==> src/rtl/synapse_loader.sv <==
`default_nettype none
// ============================================================================
// Module  : synapse_loader
// Purpose : Serially loads N_IN 2-bit synaptic weights over a valid/ready
//           stream, then masks them with each accepted spike vector to drive
//           the neuron adder tree (wx_out).
// Config  : WEIGHT_SHADOW_EN - double-buffered weights (load while firing)
// Revision: 1.0 - initial release
// ============================================================================
module synapse_loader #(
  parameter int N_STAGE = 5
) (
  input  logic                       clk,
  input  logic                       reset,
  input  logic                       load_start,
  input  logic [1:0]                 weight_in,
  input  logic                       weight_valid,
  output logic                       weight_ready,
  input  logic [(2**N_STAGE)-1:0]    spikes_in,
  input  logic                       spikes_valid,
  output logic                       spikes_ready,
  output logic [2*(2**N_STAGE)-1:0]  wx_out,
  output logic                       wx_valid,
  output logic                       load_done
);

  localparam int c_n_in  = 2**N_STAGE;
  localparam int c_cnt_w = $clog2(c_n_in);
  localparam logic [c_cnt_w-1:0] c_last = c_cnt_w'(c_n_in - 1);

  localparam logic [0:0] c_st_load  = 1'b0;
  localparam logic [0:0] c_st_armed = 1'b1;

  logic [0:0]           r_state;
  logic [0:0]           w_state_next;
  logic [c_cnt_w-1:0]   r_cnt;
  logic [c_cnt_w-1:0]   w_idx;
  logic                 w_beat;
  logic                 w_last_beat;
  logic                 w_spike;
  logic [2*c_n_in-1:0]  r_weights;    // bank written by the load stream
  logic [2*c_n_in-1:0]  w_bank_next;
  logic [2*c_n_in-1:0]  w_use;        // bank seen by the spike path
  logic [2*c_n_in-1:0]  w_mask;

  assign w_beat      = weight_valid & weight_ready;
  assign w_spike     = spikes_valid & spikes_ready;
  // load_start forces the same-cycle beat to slot 0, so it can never be the last one
  assign w_last_beat = w_beat & ~load_start & (r_cnt == c_last);
  assign w_idx       = load_start ? '0 : r_cnt;

`ifdef WEIGHT_SHADOW_EN
  logic [2*c_n_in-1:0] r_active;
  logic                r_loaded;

  // Active bank snapshots the completed shadow bank (including the final beat)
  always_ff @(posedge clk or posedge reset) begin
    if (reset) begin
      r_active <= '0;
      r_loaded <= 1'b0;
    end else if (w_last_beat) begin
      r_active <= w_bank_next;
      r_loaded <= 1'b1;
    end
  end

  // Spikes always read the active bank, so a same-edge swap still sees the old weights
  assign w_use = r_active;
`else
  // Single bank: loading and firing are mutually exclusive, so no hazard exists
  assign w_use = r_weights;
`endif

  // Expand each spike bit to cover its 2-bit weight lane
  for (genvar gi = 0; gi < c_n_in; gi++) begin : g_mask
    assign w_mask[2*gi +: 2] = {2{spikes_in[gi]}};
  end

  // State register
  always_ff @(posedge clk or posedge reset) begin
    if (reset) r_state <= c_st_load;
    else       r_state <= w_state_next;
  end

  // Next-state logic: load_start overrides everything
  always_comb begin
    w_state_next = r_state;
    if (load_start)       w_state_next = c_st_load;
    else if (w_last_beat) w_state_next = c_st_armed;
`ifdef WEIGHT_SHADOW_EN
    else if (w_beat)      w_state_next = c_st_load;
`endif
  end

  // Handshake outputs
  always_comb begin
`ifdef WEIGHT_SHADOW_EN
    weight_ready = 1'b1;
    spikes_ready = r_loaded;
`else
    // load_start makes the cycle a LOAD cycle so its beat can land in slot 0
    weight_ready = (r_state == c_st_load) | load_start;
    spikes_ready = (r_state == c_st_armed) & ~load_start;
`endif
  end

  // Beat counter: restarts on load_start, clears after the last slot
  always_ff @(posedge clk or posedge reset) begin
    if (reset)            r_cnt <= '0;
    else if (load_start)  r_cnt <= w_beat ? c_cnt_w'(1) : '0;
    else if (w_last_beat) r_cnt <= '0;
    else if (w_beat)      r_cnt <= r_cnt + c_cnt_w'(1);
  end

  // Merge the incoming beat into the load bank
  always_comb begin
    w_bank_next = r_weights;
    if (w_beat) w_bank_next[{w_idx, 1'b0} +: 2] = weight_in;
  end

  // Load bank register; untouched slots keep their previous weight
  always_ff @(posedge clk or posedge reset) begin
    if (reset) r_weights <= '0;
    else       r_weights <= w_bank_next;
  end

  // Weighted-input register and status pulses
  always_ff @(posedge clk or posedge reset) begin
    if (reset) begin
      wx_out    <= '0;
      wx_valid  <= 1'b0;
      load_done <= 1'b0;
    end else begin
      if (w_spike) wx_out <= w_use & w_mask;
      wx_valid  <= w_spike;
      load_done <= w_last_beat;
    end
  end

endmodule
`default_nettype wire
==> config.mk <==
export PLATFORM = sky130hd
export DESIGN_NAME = synapse_loader
export DESIGN_NICKNAME = d
export VERILOG_FILES = /design/src/rtl/synapse_loader.sv
export SDC_FILE = /design/constraint.sdc
export NUM_CORES = 1
export LEC_CHECK = 0
export BUFFER_PORTS_ARGS = -buffer_cell sky130_fd_sc_hd__clkbuf_2
export CORE_ASPECT_RATIO = 1.1
export CORE_UTILIZATION = 35
export CTS_BUF_LIST = sky130_fd_sc_hd__clkbuf_16
export DETAILED_ROUTE_END_ITERATION = 12
export GPL_ROUTABILITY_DRIVEN = 0
export PLACE_DENSITY = 0.53
export SYNTH_ARGS = -nofsm -noshare
export SYNTH_HDL_FRONTEND = slang
export SYNTH_SLANG_ARGS = --single-unit
export TNS_END_PERCENT = 20
==> constraint.sdc <==
create_clock -name clk -period 5 [get_ports clk]
set_input_delay 0 -clock clk [delete_from_list [all_inputs] [get_ports clk]]
set_output_delay 0 -clock clk [all_outputs]
set_load 0.05 [all_outputs]
==> results.ini, run 1 <==
[clock_tree]
clkTransAtPathRegs_ns = 0.06
tritoncts = done
cts_buffer_depth = 2
htreeDepth = 4
clkLatencyLatePin_ns = 0.42
cts_root_buf = clkbuf_16
cts_made_buffers = 17
cts_num_sinks = 136

[yosys]
syn_area_um2 = 5800
ys.flop_type = dfrtp_1
synth_common_cells = nand2_1, dfrtp_1, o21ai_0
syn-num-nets = 577
synth.area.top_cells = dfrtp_1, mux2_2, nand2_1
synth_edf_count = 0
postSynthAreaPerCell_um2 = 10.9
synth_seq_cells = 136
yosysWarnings = 0
synth_top_area_frac = 0.586
yosysUniqueCellTypes = 40
synth.most_common_cell = nand2_1
postSynth.asyncResetShare = 1.00
syn_inst = 534
synth_area_leader_cell = dfrtp_1
synth-seq-area-share = 0.586

[floorplanning]
rows = 49
die-height_um = 137
io-pin-count = 107
die_w_um = 125
dieArea_um2 = 17100
core_area_um2 = 16300
initial_utilization = 0.356

[timing]
final.period_utilization = 0.513
setup_tns_ns = 0
worst_pin_slew_ns = 1.09
fin_ws_ns = 2.43
fmax_ghz = 0.390
clock_skew_ns = 0.00696
final-hold-violation-count = 0
finalCriticalPeriod_ns = 2.57
rsz0062_at_grt = false
final-max-slew-violation-count = 0
setup_viol = 0
slew_headroom = 0.276

[global_route]
grt_pass1_vias = 4204
grt-ovfl-total = 0
grtUsageTotal = 0.161
grt_pass1_wl_um = 21300
grt_max_degree = 130
antenna_found_initial = 0

[setup_path]
path_class = register to register
critical_path_arrival_ns = 2.87
r2r_setup_slack_ns = 2.43
timing.rr.start = r_cnt[0]$_DFFE_PP0P_
start_kind = register
crit_path_end_kind = register
crit_path_max_fanout = 13
worstPathRequired_ns = 5.30
cp-startpoint = r_cnt[0]$_DFFE_PP0P_

[layout]
fin_nets = 711
utilization = 0.458
area_delta_synth_final_pct = 28.8
final_layout_size_suffix_gt1_frac = 0.300
fin_area_um2 = 7470
antennaDiodeCount = 0

[run_status]
violations = design-rule violations
outcome = finished with violations

[routing]
drt_wl_total_um = 12900
via_count = 4233
drt-pass1-iter-count = 10
drt_iter0_markers = 167
viasPerCell = 4.78
drcViolationCount = 12
ant_nets = 0
avgRoutedWirePerCell_um = 14.5

[power]
power_mw = 2.78
power_leakage_nw = 3.56
ir_drop_mv = 0.261
power_density_nw_per_um2 = 372

[placed_design]
dp_slack_ns = 2.43
dp_hpwl_um = 8830
io_buffer_count = 106
place_area_um2 = 6500

[hold_path]
min-delay-start = load_start
hp-class = input port to register

[flow_run]
max_cap_viol_count = 0

## area by class of cell
cell class	count	area [um2]
clock buffer	17	425
clock inverter	15	209
fill	1564	8830
inverter	7	31.3
multi-input combinational	365	2270
sequential	136	3400
tap	204	255
timing repair buffer	141	878
## power by group
part / switching (mW) / internal (mW)
Clock: 0.468 / 0.877
Combinational: 0.104 / 0.109
Sequential: 0.0493 / 1.17
## final timing paths
check                                             to  depth (start not counted)
setup / recovery           r_weights[15]$_DFFE_PP0P_                          7
setup reg to reg           r_weights[15]$_DFFE_PP0P_                          7
hold reg to reg               wx_out[48]$_DFFE_PP0P_                          2
max in group asynchronous  r_weights[32]$_DFFE_PP0P_                          4
min in group asynchronous     wx_out[61]$_DFFE_PP0P_                          3
hold / removal                  r_cnt[1]$_DFFE_PP0P_                          2
## per-stage QoR
step	std cells	hold WS, ns
floorplan	534	0.136
global placement	819	0.116
detailed placement	819	0.122
CTS	885	0.0879
global route	885	0.112
finish	885	0.108
## registers in the layout, indices dropped and copies added, names as in the netlist
signal,cells
load_done,1
r_cnt,5
r_state,1
r_weights,64
wx_out,64
wx_valid,1
## cells in the final DEF (no fill, tap or decap), types with 3 or more instances in the layout
| master | count |
|---|---|
| o21ai_0 | 68 |
| ha_1 | 4 |
| nor2_1 | 24 |
| clkbuf_2 | 106 |
| clkbuf_16 | 17 |
| inv_1 | 7 |
| nand3_1 | 5 |
| and3_1 | 3 |
| nand2b_1 | 8 |
| a21oi_1 | 8 |
| dfrtp_1 | 136 |
| a31oi_1 | 3 |
| nand2_1 | 137 |
| clkinv_2 | 3 |
| mux2_1 | 10 |
| mux2_2 | 53 |
| o21ai_1 | 3 |
| nor3_1 | 3 |
| nor2b_1 | 5 |
| nand3b_1 | 3 |
| dlygate4sd3_1 | 34 |
| bufinv_16 | 5 |
## metal layers
layer  part of all wire  vias to the layer above  global-route usage
met2               0.50                       80               0.268
met1               0.45                     2058               0.199
met4              0.021                        0              0.0686
met3              0.036                       18              0.0422
li1                   -                     2077                   -
met5                  0                        -                   0
## cells by family after synthesis
logic type / share of synthesized area
AND/OR/NAND/NOR: 0.164
flip-flops: 0.586
AO/OA/AOI/OAI: 0.0865
multiplexers: 0.132
buffers and inverters: 0.0233
adder cells (fa/ha/maj): 0.00862
## critical path: stages (launching register included)
cell and delay [ns]:
dfrtp_1 0.53, nand2b_1 0.18, ha_1 0.39, nor4b_1 0.21, a311o_1 0.33, nor2_2 0.28, or2_1 0.21, mux2_4 0.31
## what timing repair did
action	CTS	global route
resized for setup	0	0
endpoints found under the hold margin	133	0
setup buffers	0	0
hold buffers	34	0
(Power assumes the default switching activity.)
==> run 2: changes to the inputs <==
--- a/config.mk
+++ b/config.mk
@@ -5,6 +5,7 @@
 export SDC_FILE = /design/constraint.sdc
 export NUM_CORES = 1
 export LEC_CHECK = 0
+export ABC_AREA = 1
 export BUFFER_PORTS_ARGS = -buffer_cell sky130_fd_sc_hd__clkbuf_2
 export CORE_ASPECT_RATIO = 1.1
 export CORE_UTILIZATION = 35
==> constraint.sdc (replaced) <==
create_clock -name clk -period 2.54 [get_ports clk]
set_input_delay 0 -clock clk [delete_from_list [all_inputs] [get_ports clk]]
set_output_delay 0 -clock clk [all_outputs]
set_load 0.05 [all_outputs]
==> run 2 against run 1 <==
Against the previous run: the run now ends clean; global-route usage rose by 3.4 points; clock power rose by 59%; non-clock buffer count rose by 9; die area rose by 4.3%; critical path depth rose by 5; sequential share of layout area fell by 1.1 points; hold slack got worse by 0.064 ns; utilization fell by 0.62 points; sequential cell count did not move; final cell count rose by 20%; register-to-register slack got worse by 2.0 ns; synthesized cell count rose by 28%; critical path type is now input port to register.
==> results.ini, run 2 <==
[yosys]
synth_top_family_by_area = simple AND/OR/NAND/NOR gates
synth_edf_count = 0
postSynth.asyncResetShare = 1.00
yosysUniqueCellTypes = 30
synth_area_leader_cell = dfrtp_1
syn_area_um2 = 6060
synth_seq_cells = 136
synth_top_area_frac = 0.562
yosysWarnings = 0
synthXorXnorAreaFrac = 0.00145
ys.flop_type = dfrtp_1
syn_inst = 683
synth-seq-area-share = 0.562
synth.area.top_cells = dfrtp_1, nand2_1, nand3_1
postSynthAreaPerCell_um2 = 8.87
synth_simple_gate_area_frac = 0.298
synth_common_cells = nand2_1, dfrtp_1, nand3_1
synth_mux_area_frac = 0
syn-num-nets = 726
synth-compound-area-share = 0.0828
synthAdderAreaFrac = 0.00826
synth.most_common_cell = nand2_1

[clock_tree]
cts_buffer_depth = 2
cts_made_buffers = 17
clkTransAtPathRegs_ns = 0.05
cts_root_buf = clkbuf_16
cts_num_sinks = 136
htreeDepth = 4
clkLatencyLatePin_ns = 0.41
tritoncts = done

[floorplanning]
io-pin-count = 107
core_area_um2 = 17000
dieArea_um2 = 17800
initial_utilization = 0.357
die-height_um = 140
die_w_um = 127
rows = 50

[setup_path]
reg2reg_depth = 9
crit_path_max_fanout = 26
endpoint = r_weights[2]$_DFFE_PP0P_
crit_path_end_kind = register
path_class = input port to register
start_kind = input port
timing.rr.start = r_cnt[0]$_DFFE_PP0P_
critical_path_arrival_ns = 2.54
rr_endpoint = r_weights[46]$_DFFE_PP0P_
worstPathRequired_ns = 2.82
cp-startpoint = load_start
r2r_setup_slack_ns = 0.39

[layout]
fin_nets = 856
fin_area_um2 = 7660
fillers = 1676
ff_latch_area_um2 = 3400
final_common_cell = nand2_1
multi_input_area_um2 = 2380
antennaDiodeCount = 0
area_delta_synth_final_pct = 26.5
final_layout_size_suffix_gt1_frac = 0.208
reg_top3 = r_weights (64), wx_out (64), r_cnt (5)
layout_common_cells = nand2_1, dfrtp_1, nand3_1

[timing]
slew_headroom = 0.335
worst_pin_slew_ns = 0.995
setup_viol = 0
fmax_ghz = 0.441
final-max-slew-violation-count = 0
rsz0062_at_grt = false
final.period_utilization = 0.892
finalCriticalPeriod_ns = 2.27
clock_skew_ns = 0.00654
setup_tns_ns = 0
final-hold-violation-count = 0

[routing]
via_count = 5254
viasPerCell = 4.96
drt_wl_total_um = 16300
ant_nets = 0
drcViolationCount = 0
avgRoutedWirePerCell_um = 15.4
drt-pass1-iter-count = 5
drt_iter0_markers = 403

[hold_path]
hp-class = input port to register
hold_depth = 3

[global_route]
grt_pass1_wl_um = 27000
antenna_found_initial = 0
grt_pass1_vias = 5200
grt_max_degree = 65
grtUsageTotal = 0.195
grt-ovfl-total = 0

[power]
ir_drop_mv = 0.445
power_density_nw_per_um2 = 650
power_leakage_nw = 4.19

[placed_design]
place_area_um2 = 6800
io_buffer_count = 106
dp_hpwl_um = 11400

[run_status]
outcome = complete, no violations

[flow_run]
max_cap_viol_count = 0

==> run 2: how the worst min path moves through the flow <==
stage / startpoint / slack (ns) / end
after floorplan: spikes_in[17] / 0.14 / wx_out[35]$_DFFE_PP0P_
after CTS: weight_in[0] / 0.02 / r_weights[12]$_DFFE_PP0P_
final: weight_in[0] / 0.04 / r_weights[12]$_DFFE_PP0P_
after detailed placement: spikes_in[24] / 0.24 / wx_out[49]$_DFFE_PP0P_
after global routing: weight_in[0] / 0.04 / r_weights[12]$_DFFE_PP0P_
after global placement: reset / 0.25 / r_weights[10]$_DFFE_PP0P_
==> run 2: cells by family (layout without fill, tap and decap cells) <==
family / Yosys count / count (layout)
DFF: 136 / 136
xor gates and xnor gates: 1 / 1
buffers and inverters: 62 / 205
adders and majority gates: 4 / 4
and+or+nand+nor: 384 / 384
AOI/OAI and AO/OA: 96 / 96
==> run 2: repair_timing <==
item,CTS,global route
setup endpoints to repair,0,5
setup buffers,0,0
hold endpoints to repair,109,0
hold buffers,35,0
resized for setup,0,2
==> run 2: metrics by stage <==
stage	utilization	std cells	power [mW]	hold slack [ns]	setup WS (ns)
floorplan	-	683	2.69	0.138	0.736
global placement	0.401	993	2.83	0.246	0.415
detailed placement	0.401	993	2.85	0.244	0.345
CTS	0.452	1060	5.04	0.0238	0.227
global route	0.452	1060	5.22	0.0423	0.0258
finish	0.452	1060	4.98	0.0439	0.274
==> run 2: layer usage <==
layer / part of all wire / up-vias / track usage
met5: 0 / - / 0
met4: 0.019 / 0 / 0.0789
met3: 0.033 / 24 / 0.0336
met2: 0.51 / 109 / 0.343
met1: 0.44 / 2559 / 0.237
li1: - / 2562 / -
==> run 2: critical path, stage by stage <==
cell           delay, ns
dlygate4sd3_1       0.53
clkbuf_2            0.13
inv_2               0.24
nand2_2             0.25
ha_1                0.32
nand3_4             0.14
nand2_4             0.09
nor2_2              0.18
buf_4               0.31
nand2_1             0.19
nand2_1             0.09
o21ai_1             0.06
==> run 2: cell type report <==
class	instances	area share
repair buffers	150	0.129
inverters	23	0.0118
multi-input cells	485	0.311
clock inverters	15	0.0109
flip-flops and latches	136	0.444
clock buffers	17	0.0555
well taps	234	0.0382
==> run 2: where the power goes <==
part	internal, mW	switching [mW]	total (mW)	leakage, nW
sequential	2.29	0.0893	2.38	1.88
clock	1.29	0.838	2.13	0.282
combinational	0.154	0.316	0.470	2.03
total	3.74	1.24	4.98	4.19
==> run 3: changes to the inputs <==
--- a/config.mk
+++ b/config.mk
@@ -8,11 +8,11 @@
 export ABC_AREA = 1
 export BUFFER_PORTS_ARGS = -buffer_cell sky130_fd_sc_hd__clkbuf_2
 export CORE_ASPECT_RATIO = 1.1
-export CORE_UTILIZATION = 35
+export CORE_UTILIZATION = 45
 export CTS_BUF_LIST = sky130_fd_sc_hd__clkbuf_16
 export DETAILED_ROUTE_END_ITERATION = 12
 export GPL_ROUTABILITY_DRIVEN = 0
-export PLACE_DENSITY = 0.53
+export PLACE_DENSITY = 0.65
 export SYNTH_ARGS = -nofsm -noshare
 export SYNTH_HDL_FRONTEND = slang
 export SYNTH_SLANG_ARGS = --single-unit
==> run 3 against run 2 <==
Against the previous run: via count rose by 1.1%; combinational power fell by 0.9%; non-clock buffer count fell by 2; final cell count fell by 7.1%; sequential share of layout area rose by 0.16 points; utilization rose by 13 points; clock-buffer cell count did not move; hold slack improved by 0.16 ns; register-to-register slack got worse by 0.07 ns; critical path type unchanged; largest cell class unchanged.
==> results.ini, run 3 (same netlist as run 2, synthesis figures left out) <==
[layout]
layout_common_cells = nand2_1, dfrtp_1, nand3_1
final_layout_size_suffix_gt1_frac = 0.218
area_delta_synth_final_pct = 26.1
reg_top3 = r_weights (64), wx_out (64), r_cnt (5)
instances_no_fill = 985
fin_nets = 854
fin_area_um2 = 7640
antennaDiodeCount = 0
final_common_cell = nand2_1

[power]
power_density_nw_per_um2 = 702
pwr-share-clk = 0.470
combPwrFrac = 0.087
p_int_mw = 4.07
seqPwrFrac = 0.443
power_leakage_nw = 4.19
swShare = 0.242
p_sw_mw = 1.30
power_mw = 5.36
ir_drop_mv = 0.367

[floorplanning]
die-height_um = 124
dieArea_um2 = 13900
die_w_um = 113
rows = 44
initial_utilization = 0.460
io-pin-count = 107
core_area_um2 = 13200

[clock_tree]
cts_root_buf = clkbuf_16
post_cts_buffers = 0
cts_made_buffers = 17
htreeDepth = 4
cts_buffer_depth = 2
tritoncts = done
clkLatencyLatePin_ns = 0.42
cts_num_sinks = 136
clkTransAtPathRegs_ns = 0.06

[run_status]
outcome = complete, no violations

[placed_design]
dp_cells = 918
dp_hpwl_um = 10600
place_area_um2 = 6670
io_buffer_count = 106

[timing]
setup_viol = 0
finalCriticalPeriod_ns = 2.25
hold-worst-slack_ns = 0.208
final-hold-violation-count = 0
slew_headroom = 0.563
final.period_utilization = 0.888
setup_tns_ns = 0
clock_skew_ns = 0.00731
worst_pin_slew_ns = 0.655
rsz0062_at_grt = false
fmax_ghz = 0.444
final-max-slew-violation-count = 0

[routing]
via_count = 5311
drt_wl_total_um = 15700
drcViolationCount = 0
drt-pass1-iter-count = 5
drt_iter0_markers = 309
viasPerCell = 5.39
avgRoutedWirePerCell_um = 15.9
ant_nets = 0

[global_route]
grt_pass1_wl_um = 25300
grtUsageTotal = 0.237
grt-ovfl-total = 0
antenna_found_initial = 0
grt_max_degree = 66
grt_pass1_vias = 5227

[setup_path]
critical_path_arrival_ns = 2.55
worstPathRequired_ns = 2.84
start_kind = input port
path_class = input port to register
crit_path_end_kind = register
crit_path_max_fanout = 14

[hold_path]
hp-class = input port to async pin

[flow_run]
max_cap_viol_count = 0

==> run 3: power groups by stage <==
stage	Clock, mW	Combinational (mW)	Sequential (mW)
final	2.52	0.466	2.38
after detailed placement	0	0.422	2.41
after global placement	0	0.403	2.41
after global routing	2.65	0.530	2.39
after floorplan	0	0.312	2.38
after CTS	2.55	0.469	2.38
==> run 3: worst max-delay path, stage by stage <==
cell,delay (ns)
dlygate4sd3_1,0.53
clkbuf_2,0.14
inv_2,0.25
nand2_2,0.26
ha_2,0.48
inv_1,0.15
nor3_2,0.33
nand2_1,0.12
o21ai_0,0.21
nand2_1,0.07
==> run 3: final timing paths <==
path | to | cells past startpoint | slack [ns] | from
worst max-delay path | r_weights[51]$_DFFE_PP0P_ | 10 | 0.29 | load_start
worst min-delay path | r_weights[5]$_DFFE_PP0P_ | 3 | 0.21 | reset
worst max register to register | r_weights[15]$_DFFE_PP0P_ | 9 | 0.32 | r_state$_DFFE_PP0P_
worst min register to register | r_weights[61]$_DFFE_PP0P_ | 2 | 0.48 | r_weights[61]$_DFFE_PP0P_
max in group asynchronous | r_cnt[0]$_DFFE_PP0P_ | 4 | 1.56 | reset
min in group clk | r_weights[52]$_DFFE_PP0P_ | 3 | 0.23 | weight_in[0]
==> run 3: routing by layer <==
layer	routed length, um	share of wire	vias to the layer above	GRT usage
met4	451	0.029	0	0.113
met3	572	0.036	38	0.0560
met1	6780	0.43	2574	0.284
met5	0	0	-	0
li1	-	-	2553	-
met2	7880	0.50	146	0.406
==> run 3: what timing repair did <==
action,in CTS,in global routing
gates resized for setup,0,3
hold endpoints to repair,93,0
hold buffers,35,0
setup endpoints to repair,0,9
==> run 3: cell type report <==
cell class / count / area, um2
flip-flops and latches: 136 / 3400
multi-input cells: 485 / 2390
clock inverters: 15 / 185
fillers: 1153 / 5520
well taps: 161 / 201
inverters: 23 / 90.1
repair buffers: 148 / 946
clock buffers: 17 / 425
==> run 3: metrics by stage <==
step	setup WS (ns)	util
final	0.285	0.580
after global routing	0.0182	0.580
after CTS	0.107	0.580
after detailed placement	0.227	0.507
after global placement	0.316	0.507
after floorplan	0.736	-
